## src/rtl/div_unit.sv

```systemverilog
// div_unit: iterative radix-2 restoring RV32M divide/remainder unit (DIV, DIVU, REM, REMU)
module div_unit #(
    parameter int XLEN = 32
) (
    input  logic            clk,
    input  logic            rst,
    input  logic            start,
    input  logic [1:0]      div_op,
    input  logic [XLEN-1:0] a,
    input  logic [XLEN-1:0] b,
    output logic            busy,
    output logic            done,
    output logic [XLEN-1:0] result
);
    localparam int CW = $clog2(XLEN);
    localparam logic [1:0] S_IDLE = 2'd0;
    localparam logic [1:0] S_CALC = 2'd1;
    localparam logic [1:0] S_DONE = 2'd2;
    localparam logic [XLEN-1:0] MOST_NEG = {1'b1, {(XLEN-1){1'b0}}};

    logic [1:0]      r_state;
    logic            r_is_rem;
    logic            r_neg_q;
    logic            r_neg_r;
    logic [CW-1:0]   r_cnt;
    logic [XLEN:0]   r_rem;
    logic [XLEN-1:0] r_quo;
    logic [XLEN-1:0] r_div;
    logic [XLEN-1:0] r_result;

    logic            w_signed;
    logic [XLEN-1:0] w_abs_a;
    logic [XLEN-1:0] w_abs_b;
    logic            w_div0;
    logic            w_ovf;
    logic [XLEN-1:0] w_special_res;
    logic [XLEN:0]   w_shift;
    logic [XLEN:0]   w_trial;
    logic [XLEN:0]   w_rem_nx;
    logic [XLEN-1:0] w_quo_nx;
    logic [XLEN-1:0] w_calc_res;

    // Operand conditioning and special-case detection on the issuing cycle
    always_comb begin
        w_signed      = ~div_op[0];
        w_abs_a       = (w_signed && a[XLEN-1]) ? -a : a;
        w_abs_b       = (w_signed && b[XLEN-1]) ? -b : b;
        w_div0        = (b == '0);
        w_ovf         = w_signed && (a == MOST_NEG) && (b == '1);
        w_special_res = w_div0 ? (div_op[1] ? a : '1) : (div_op[1] ? '0 : a);
    end

    // One restoring step; the 33-bit trial keeps the borrow as its sign bit
    always_comb begin
        w_shift    = {r_rem[XLEN-1:0], r_quo[XLEN-1]};
        w_trial    = w_shift - {1'b0, r_div};
        w_rem_nx   = w_trial[XLEN] ? w_shift : w_trial;
        w_quo_nx   = {r_quo[XLEN-2:0], ~w_trial[XLEN]};
        w_calc_res = r_is_rem ? (r_neg_r ? -w_rem_nx[XLEN-1:0] : w_rem_nx[XLEN-1:0])
                              : (r_neg_q ? -w_quo_nx : w_quo_nx);
    end

    // Control FSM and datapath registers; result only loads on entry to DONE
    always_ff @(posedge clk or posedge rst) begin
        if (rst) begin
            r_state  <= S_IDLE;
            r_is_rem <= 1'b0;
            r_neg_q  <= 1'b0;
            r_neg_r  <= 1'b0;
            r_cnt    <= '0;
            r_rem    <= '0;
            r_quo    <= '0;
            r_div    <= '0;
            r_result <= '0;
        end else begin
            case (r_state)
                S_IDLE: if (start) begin
                    r_is_rem <= div_op[1];
                    r_neg_q  <= w_signed & (a[XLEN-1] ^ b[XLEN-1]);
                    r_neg_r  <= w_signed & a[XLEN-1];
                    r_div    <= w_abs_b;
                    r_quo    <= w_abs_a;
                    r_rem    <= '0;
                    r_cnt    <= CW'(XLEN-1);
                    if (w_div0 || w_ovf) begin
                        r_state  <= S_DONE;
                        r_result <= w_special_res;
                    end else begin
                        r_state  <= S_CALC;
                    end
                end
                S_CALC: begin
                    r_rem <= w_rem_nx;
                    r_quo <= w_quo_nx;
                    r_cnt <= r_cnt - 1'b1;
                    if (r_cnt == '0) begin
                        r_state  <= S_DONE;
                        r_result <= w_calc_res;
                    end
                end
                default: r_state <= S_IDLE;
            endcase
        end
    end

    assign busy   = (r_state != S_IDLE);
    assign done   = (r_state == S_DONE);
    assign result = r_result;
endmodule
```

## config.mk

```make
export PLATFORM = sky130hd
export DESIGN_NAME = div_unit
export DESIGN_NICKNAME = d
export VERILOG_FILES = /design/src/rtl/div_unit.sv
export SDC_FILE = /design/constraint.sdc
export NUM_CORES = 1
export LEC_CHECK = 0
export BUFFER_PORTS_ARGS = -buffer_cell sky130_fd_sc_hd__clkbuf_2
export CORE_UTILIZATION = 40
export CTS_CLUSTER_SIZE = 30
export DETAILED_ROUTE_END_ITERATION = 10
export PLACE_DENSITY = 0.66
export SETUP_SLACK_MARGIN = 0.4
export SLEW_MARGIN = 40
export SYNTH_ARGS = -nofsm -noshare
export SYNTH_HDL_FRONTEND = slang
export SYNTH_SLANG_ARGS = --single-unit
```

## constraint.sdc

```tcl
create_clock -name clk -period 6.2 [get_ports clk]
set_input_delay 1.24 -clock clk [delete_from_list [all_inputs] [get_ports clk]]
set_output_delay 1.24 -clock clk [all_outputs]
set_load 0.01 [all_outputs]
```

Word-level counts from Yosys, hierarchy flattened
Cells that the tools add are included.
W data, S select, Z words.
{ "totals": {"regBits": 138, "input_bits": 69, "output_inout_bits": 34} }
{ "op_classes": {"n_addsub": 6, "eq_ne": 7, "muxes": 23, "bitwise_logic": 5, "reduce_logical": 14} }
{ "ops": {"columns": ["cell", "n"], "rows": [
  ["$mux W32", 14],
  ["$pmux W32 S2", 3],
  ["$neg A32 Y32", 4],
  ["$eq A32 B32 Y1 const B", 2],
  ["$sub A33 B32 Y33", 1],
  ["$logic_not A32 Y1", 1],
  ["$pmux W5 S2", 1],
  ["$mux W2", 3],
  ["$ne A2 B2 Y1 const B", 3],
  ["$reduce_and A2 Y1", 3],
  ["$logic_not A5 Y1", 1],
  ["$mux W5", 1],
  ["$sub A5 B1 Y5 const B", 1],
  ["$logic_and A1 B1 Y1", 4],
  ["$pmux W2 S2", 1],
  ["$reduce_and A4 Y1", 1],
  ["$reduce_bool A2 Y1", 2],
  ["$and A1 B1 Y1", 2],
  ["$eq A2 B1 Y1 const B", 1],
  ["$eq A2 B2 Y1 const B", 1],
  ["$logic_not A2 Y1", 1],
  ["$not A1 Y1", 2],
  ["$logic_or A1 B1 Y1", 1],
  ["$xor A1 B1 Y1", 1]
]} }

Logic depth before layout (Yosys ltp)
{ "logic_depth": {"ltp_word": 7, "depth_mapped": 24} }

Least setup slack after synthesis
No wires, ideal clock.
{ "synth_path": {"path_type": "register to register", "from": "reg r_quo[31]", "to": "reg r_result[26] (netlist: result[26])", "t_arrival_ns": 4.804, "slack_ns": 1.277, "path_stages_with_launch": 24, "cell_sequence": "dfrtp_1 -> inv_1 -> ha_1 -> inv_1 -> fa_1 -> a211oi_2 -> o211ai_1 -> nand2_1 -> a211oi_4 -> nor3_2 -> nor2_4 -> inv_2 -> buf_2 -> buf_1 -> ha_1 -> nand2_1 -> or3_1 -> or3_1 -> o41ai_1 -> xor2_1 -> o21ai_0 -> nor2_1 -> o21ai_1 -> o21a_1"} }
{ "synth_between": {"elab_chain_len": 7, "word_cells_on_any_way": 10} }
{ "synth_rtl": {"columns": ["item", "line_no", "text"], "rows": [
  ["start, declared", "27", "logic [XLEN-1:0] r_quo;"],
  ["start signal, assigned", "82", "r_quo <= w_abs_a;"],
  ["start signal, assigned", "94", "r_quo <= w_quo_nx;"],
  ["$sub A33 B32 Y33", "56", "w_trial = w_shift - {1'b0, r_div};"],
  ["$mux W32 / $not A1 Y1 (equally long branches)", "57, 58", null],
  ["$neg A32 Y32, on equally long branches", "59, 60", null],
  ["$mux W32, on equally long branches", "59, 60", null],
  ["$mux W32 *", "59", "w_calc_res = r_is_rem ? (r_neg_r ? -w_rem_nx[XLEN-1:0] : w_rem_nx[XLEN-1:0])"],
  ["$mux W32 *", "96", "if (r_cnt == '0) begin"],
  ["$pmux W32 S2 *", "76", "case (r_state)"],
  ["end signal, assigned", "87", "r_result <= w_special_res;"],
  ["end signal, assigned", "98", "r_result <= w_calc_res;"],
  ["end, declared", "29", "logic [XLEN-1:0] r_result;"]
]} }
Every way passes the cells marked *; elsewhere a longest branch is shown, timed or not. The select of a mux whose other input is x is not followed.
A chain may end at the register's enable or synchronous reset.

Worst setup path after layout
{ "layout_path": {"from": "reg r_rem[14]", "to": "reg r_result[26] (netlist: result[26])"} }
{ "layout_between": {"elab_chain_len": 7, "word_cells_on_any_way": 10} }
{ "layout_rtl": {"columns": ["item", "line_no", "text"], "rows": [
  ["start, declared", "26", "logic [XLEN:0] r_rem;"],
  ["start signal, assigned", "93", "r_rem <= w_rem_nx;"],
  ["$sub A33 B32 Y33", "56", null],
  ["$mux W32 / $not A1 Y1 (equally long branches)", "57, 58", null],
  ["$neg A32 Y32, on equally long branches", "59, 60", null],
  ["$mux W32, on equally long branches", "59, 60", null],
  ["$mux W32 *", "59", null],
  ["$mux W32 *", "96", null],
  ["$pmux W32 S2 *", "76", null]
]} }
Marks and branches as above.

==> flow_metrics.py <==
metrics = {
    "critical_path": {
        "rr_startpoint": "r_rem[14]$_DFFE_PP0P_",
        "reg2reg_depth": 18,
        "reg2reg_setup_slack_ps": 1170,
        "reg2reg_to": "result[26]$_DFFE_PP0P_",
        "critical_path_class": "reg -> reg",
        "worst-path-max-fanout": 10,
        "critPathCaptureType": "register",
        "timing.critical_path.from_type": "register",
        "crit_required_ps": 6530,
        "worst-endpoint-arrival_ps": 5350,
    },
    "clock_network": {
        "htree_levels": 4,
        "cts.reportedPaths.clkPinSlew_ps": 60,
        "post-cts-setup-buffers": 0,
        "clk_latency_ps": 430,
        "numClockSinks": 138,
        "cts.hold.buffers_added": 0,
        "ctsLongestPathBuffers": 2,
        "post_cts_resized": 0,
        "numCtsBuffers": 17,
        "tritoncts_clock_tree": "built",
        "clock_tree.root_cell": "sky130_fd_sc_hd__clkbuf_16",
    },
    "placed_design": {
        "routabilityCongestion": 0.922,
        "dp_hpwl_mm": 28.6,
        "port_buffers": 102,
        "place_worst_setup_slack_ps": 1100,
    },
    "status": {
        "status": "finished, final reports clean",
    },
    "detailed_routing": {
        "routed_via_density": 6.00,
        "routed_wirelength_mm": 38.3,
        "drc_errors": 0,
        "antenna_violating_nets_post_route": 0,
        "vias": 11585,
        "drt_wl_cell_um": 19.8,
        "drt-initial-drc-count": 1442,
        "drt_pass1_iterations": 6,
    },
    "grt": {
        "grt_use_met1_pct": 36.0,
        "antenna_found_initial": 1,
        "grt_first_pass_wirelength_mm": 61.4,
        "groute.usage.overall_pct": 25.8,
        "overflow": 0,
        "globalRouteMet3Util_pct": 3.85,
        "grt_pass1_vias": 11156,
        "maximum_number_of_pins_on_one_net_before_global_route_repair": 91,
        "met2_routing_resource_usage_after_global_routing_pct": 40.0,
        "most_used_layer_global_route": "met2",
    },
    "timing": {
        "post-route-period-util_pct": 81.1,
        "worst-slew-pin-transition_ps": 804,
        "timing_max_transition_violations_final": 0,
        "max_slew_margin_pct": 45.8,
        "setup_tns_ps": 0,
        "fin_skew_ps": 10.3,
        "achievable-frequency_ghz": 0.199,
        "timing.final.crit_period_ps": 5030,
        "hold_viol": 0,
        "timing.final.setup_violations": 0,
        "rsz0062_at_grt": "no",
        "setup_ws_ps": 1170,
    },
    "floorplan": {
        "ios": 103,
        "die_area_um2": 29800,
        "core-area_um2": 28700,
        "rows": 62,
        "vertical_extent_of_the_die_um": 173,
        "initial_core_util_pct": 40.6,
        "dieWidth_um": 173,
    },
    "pwr": {
        "vdd_ir_drop_max_uv": 251,
        "post-layout-total-power_mw": 8.35,
        "power_per_cell_area_nw_per_um2": 644,
        "p_leak_nw": 5.41,
    },
    "synth": {
        "ys.flop_type": "sky130_fd_sc_hd__dfrtp_1",
        "most_instantiated_cells_after_synthesis": "207 x sky130_fd_sc_hd__nand2_1, 176 x sky130_fd_sc_hd__o21ai_0, 138 x sky130_fd_sc_hd__dfrtp_1, 106 x sky130_fd_sc_hd__a21oi_1, 103 x sky130_fd_sc_hd__nor2_1",
        "synth_area_leader_cell": "sky130_fd_sc_hd__dfrtp_1",
        "synth.yosys.seq_area_share_pct": 29.7,
        "postSynthNetCount": 1599,
        "postSynth.asyncResetShare_pct": 100,
        "synth_seq_cells": 138,
        "netlist-cell-type-count": 88,
        "synthesis.instances": 1490,
        "avgSynthCellArea_um2": 7.82,
        "ys_top_cells_by_area": "sky130_fd_sc_hd__dfrtp_1 30%, sky130_fd_sc_hd__o21ai_0 7.6%, sky130_fd_sc_hd__nand2_1 6.7%, sky130_fd_sc_hd__xor2_1 5.6%, sky130_fd_sc_hd__xnor2_1 4.9%",
        "portion_of_synthesized_cell_area_occupied_by_the_leading_cell_type_pct": 29.7,
        "most_frequent_cell_after_synthesis": "sky130_fd_sc_hd__nand2_1",
        "synth.yosys.warnings": 0,
        "synth_edf_count": 0,
        "syn_area_um2": 11600,
    },
    "min_path": {
        "worst_hold_path.endpoint": "r_div[5]$_DFFE_PP0P_",
        "hold_depth": 2,
        "startpoint_of_the_worst_hold_path": "r_div[5]$_DFFE_PP0P_",
        "holdCritPathClass": "reg -> reg",
    },
    "cells_and_area": {
        "nets": 1643,
        "layout.core_utilization_pct": 45.2,
        "fraction_of_final_layout_cells_with_drive_strength_greater_than_1_pct": 13.3,
        "antenna_cells": 0,
        "area_growth_syn_to_layout_pct": 11.4,
    },
    "job": {
        "maxCapViolCount": 0,
    },
}
## where the power goes
part / total [mW] / leakage (nW) / switching (mW) / internal (mW)
combinational: 5.51 / 3.41 / 3.53 / 1.98
sequential: 1.80 / 1.72 / 0.491 / 1.30
clock: 1.04 / 0.276 / 0.446 / 0.596
total: 8.35 / 5.41 / 4.47 / 3.88
## flip-flops by register name, indices dropped and copies added, names as in the netlist
register  cells
r_div        32
r_quo        32
r_rem        32
result       32
r_cnt         5
r_state       2
r_is_rem      1
r_neg_q       1
r_neg_r       1
## worst max-delay path, cell delays in order (launching register included)
cell and delay [ps]:
sky130_fd_sc_hd__dfrtp_1 460, sky130_fd_sc_hd__ha_1 490, sky130_fd_sc_hd__nand2_2 140, sky130_fd_sc_hd__o211a_1 280, sky130_fd_sc_hd__or3_4 350, sky130_fd_sc_hd__a211oi_4 290
sky130_fd_sc_hd__o21a_1 510, sky130_fd_sc_hd__nor2_4 80, sky130_fd_sc_hd__inv_2 150, sky130_fd_sc_hd__ha_1 240, sky130_fd_sc_hd__nand2_1 110, sky130_fd_sc_hd__or3_1 470
sky130_fd_sc_hd__or3_1 470, sky130_fd_sc_hd__o41ai_1 330, sky130_fd_sc_hd__xor2_1 180, sky130_fd_sc_hd__o21ai_0 90, sky130_fd_sc_hd__nor2_1 90, sky130_fd_sc_hd__o21ai_1 70
sky130_fd_sc_hd__o21a_1 110
## metrics by stage
step / std cells / cell area, µm² / hold WS [ps]
floorplan: 1490 / 11600 / 450
global placement: 1899 / 12400 / 466
detailed placement: 1899 / 12400 / 471
CTS: 1931 / 13000 / 485
global route: 1931 / 13000 / 502
finish: 1931 / 13000 / 478
## cell usage in the layout, fill, tap and decap left out, types with 11 or more instances in the layout
master | netlist | routed
sky130_fd_sc_hd__xnor2_1 | 65 | 65
sky130_fd_sc_hd__o21ai_0 | 176 | 175
sky130_fd_sc_hd__o31ai_1 | 33 | 33
sky130_fd_sc_hd__xor2_1 | 75 | 75
sky130_fd_sc_hd__buf_4 | 3 | 13
sky130_fd_sc_hd__a31oi_1 | 13 | 13
sky130_fd_sc_hd__dfrtp_1 | 138 | 136
sky130_fd_sc_hd__nor2_1 | 103 | 101
sky130_fd_sc_hd__inv_1 | 56 | 55
sky130_fd_sc_hd__or3_1 | 19 | 19
sky130_fd_sc_hd__a21o_1 | 11 | 11
sky130_fd_sc_hd__nand4_1 | 23 | 23
sky130_fd_sc_hd__nor4_1 | 16 | 15
sky130_fd_sc_hd__a21oi_1 | 106 | 105
sky130_fd_sc_hd__a211oi_1 | 16 | 16
sky130_fd_sc_hd__nor3_1 | 39 | 39
sky130_fd_sc_hd__a22oi_1 | 24 | 24
sky130_fd_sc_hd__mux2i_1 | 19 | 19
sky130_fd_sc_hd__or4_1 | 12 | 12
sky130_fd_sc_hd__nand3_1 | 18 | 18
sky130_fd_sc_hd__ha_1 | 39 | 39
sky130_fd_sc_hd__nand2_1 | 207 | 207
sky130_fd_sc_hd__clkbuf_16 | 0 | 17
sky130_fd_sc_hd__clkbuf_2 | 0 | 102
## routing by layer
layer  share of wire (%)  vias to the layer above
li1                    -                     5464
met1                  45                     5572
met2                  45                      464
met3                 6.3                       85
met4                 3.3                        0
met5                   0                        -
## final cells by class
cell class | count | area, µm²
clock buffer | 19 | 433
clock inverter | 13 | 144
fill | 2935 | 15700
inverter | 58 | 225
multi-input combinational | 1204 | 7620
sequential | 138 | 3460
tap | 384 | 480
timing repair buffer | 115 | 608
## logic make-up after synthesis
kind of cell | synth area share (%)
simple gates | 20.8
flops | 29.7
compound gates | 27.0
xor+xnor | 10.5
fa+ha+maj | 4.45
mux | 2.37
buf+inv | 5.23
## how the worst max path moves through the flow
stage / slack, ps / cells after the start / from / endpoint
2_1_floorplan: 1260 / 1 / rst / r_cnt[0]$_DFFE_PP0P_
3_3_place_gp: 1170 / 13 / b[8] / result[29]$_DFFE_PP0P_
3_5_place_dp: 1100 / 13 / b[8] / result[29]$_DFFE_PP0P_
4_1_cts: 1240 / 18 / r_rem[14]$_DFFE_PP0P_ / result[26]$_DFFE_PP0P_
5_1_grt: 840 / 15 / r_rem[17]$_DFFE_PP0P_ / result[30]$_DFFE_PP0P_
6_report: 1170 / 18 / r_rem[14]$_DFFE_PP0P_ / result[26]$_DFFE_PP0P_
(Power assumes the default switching activity.)
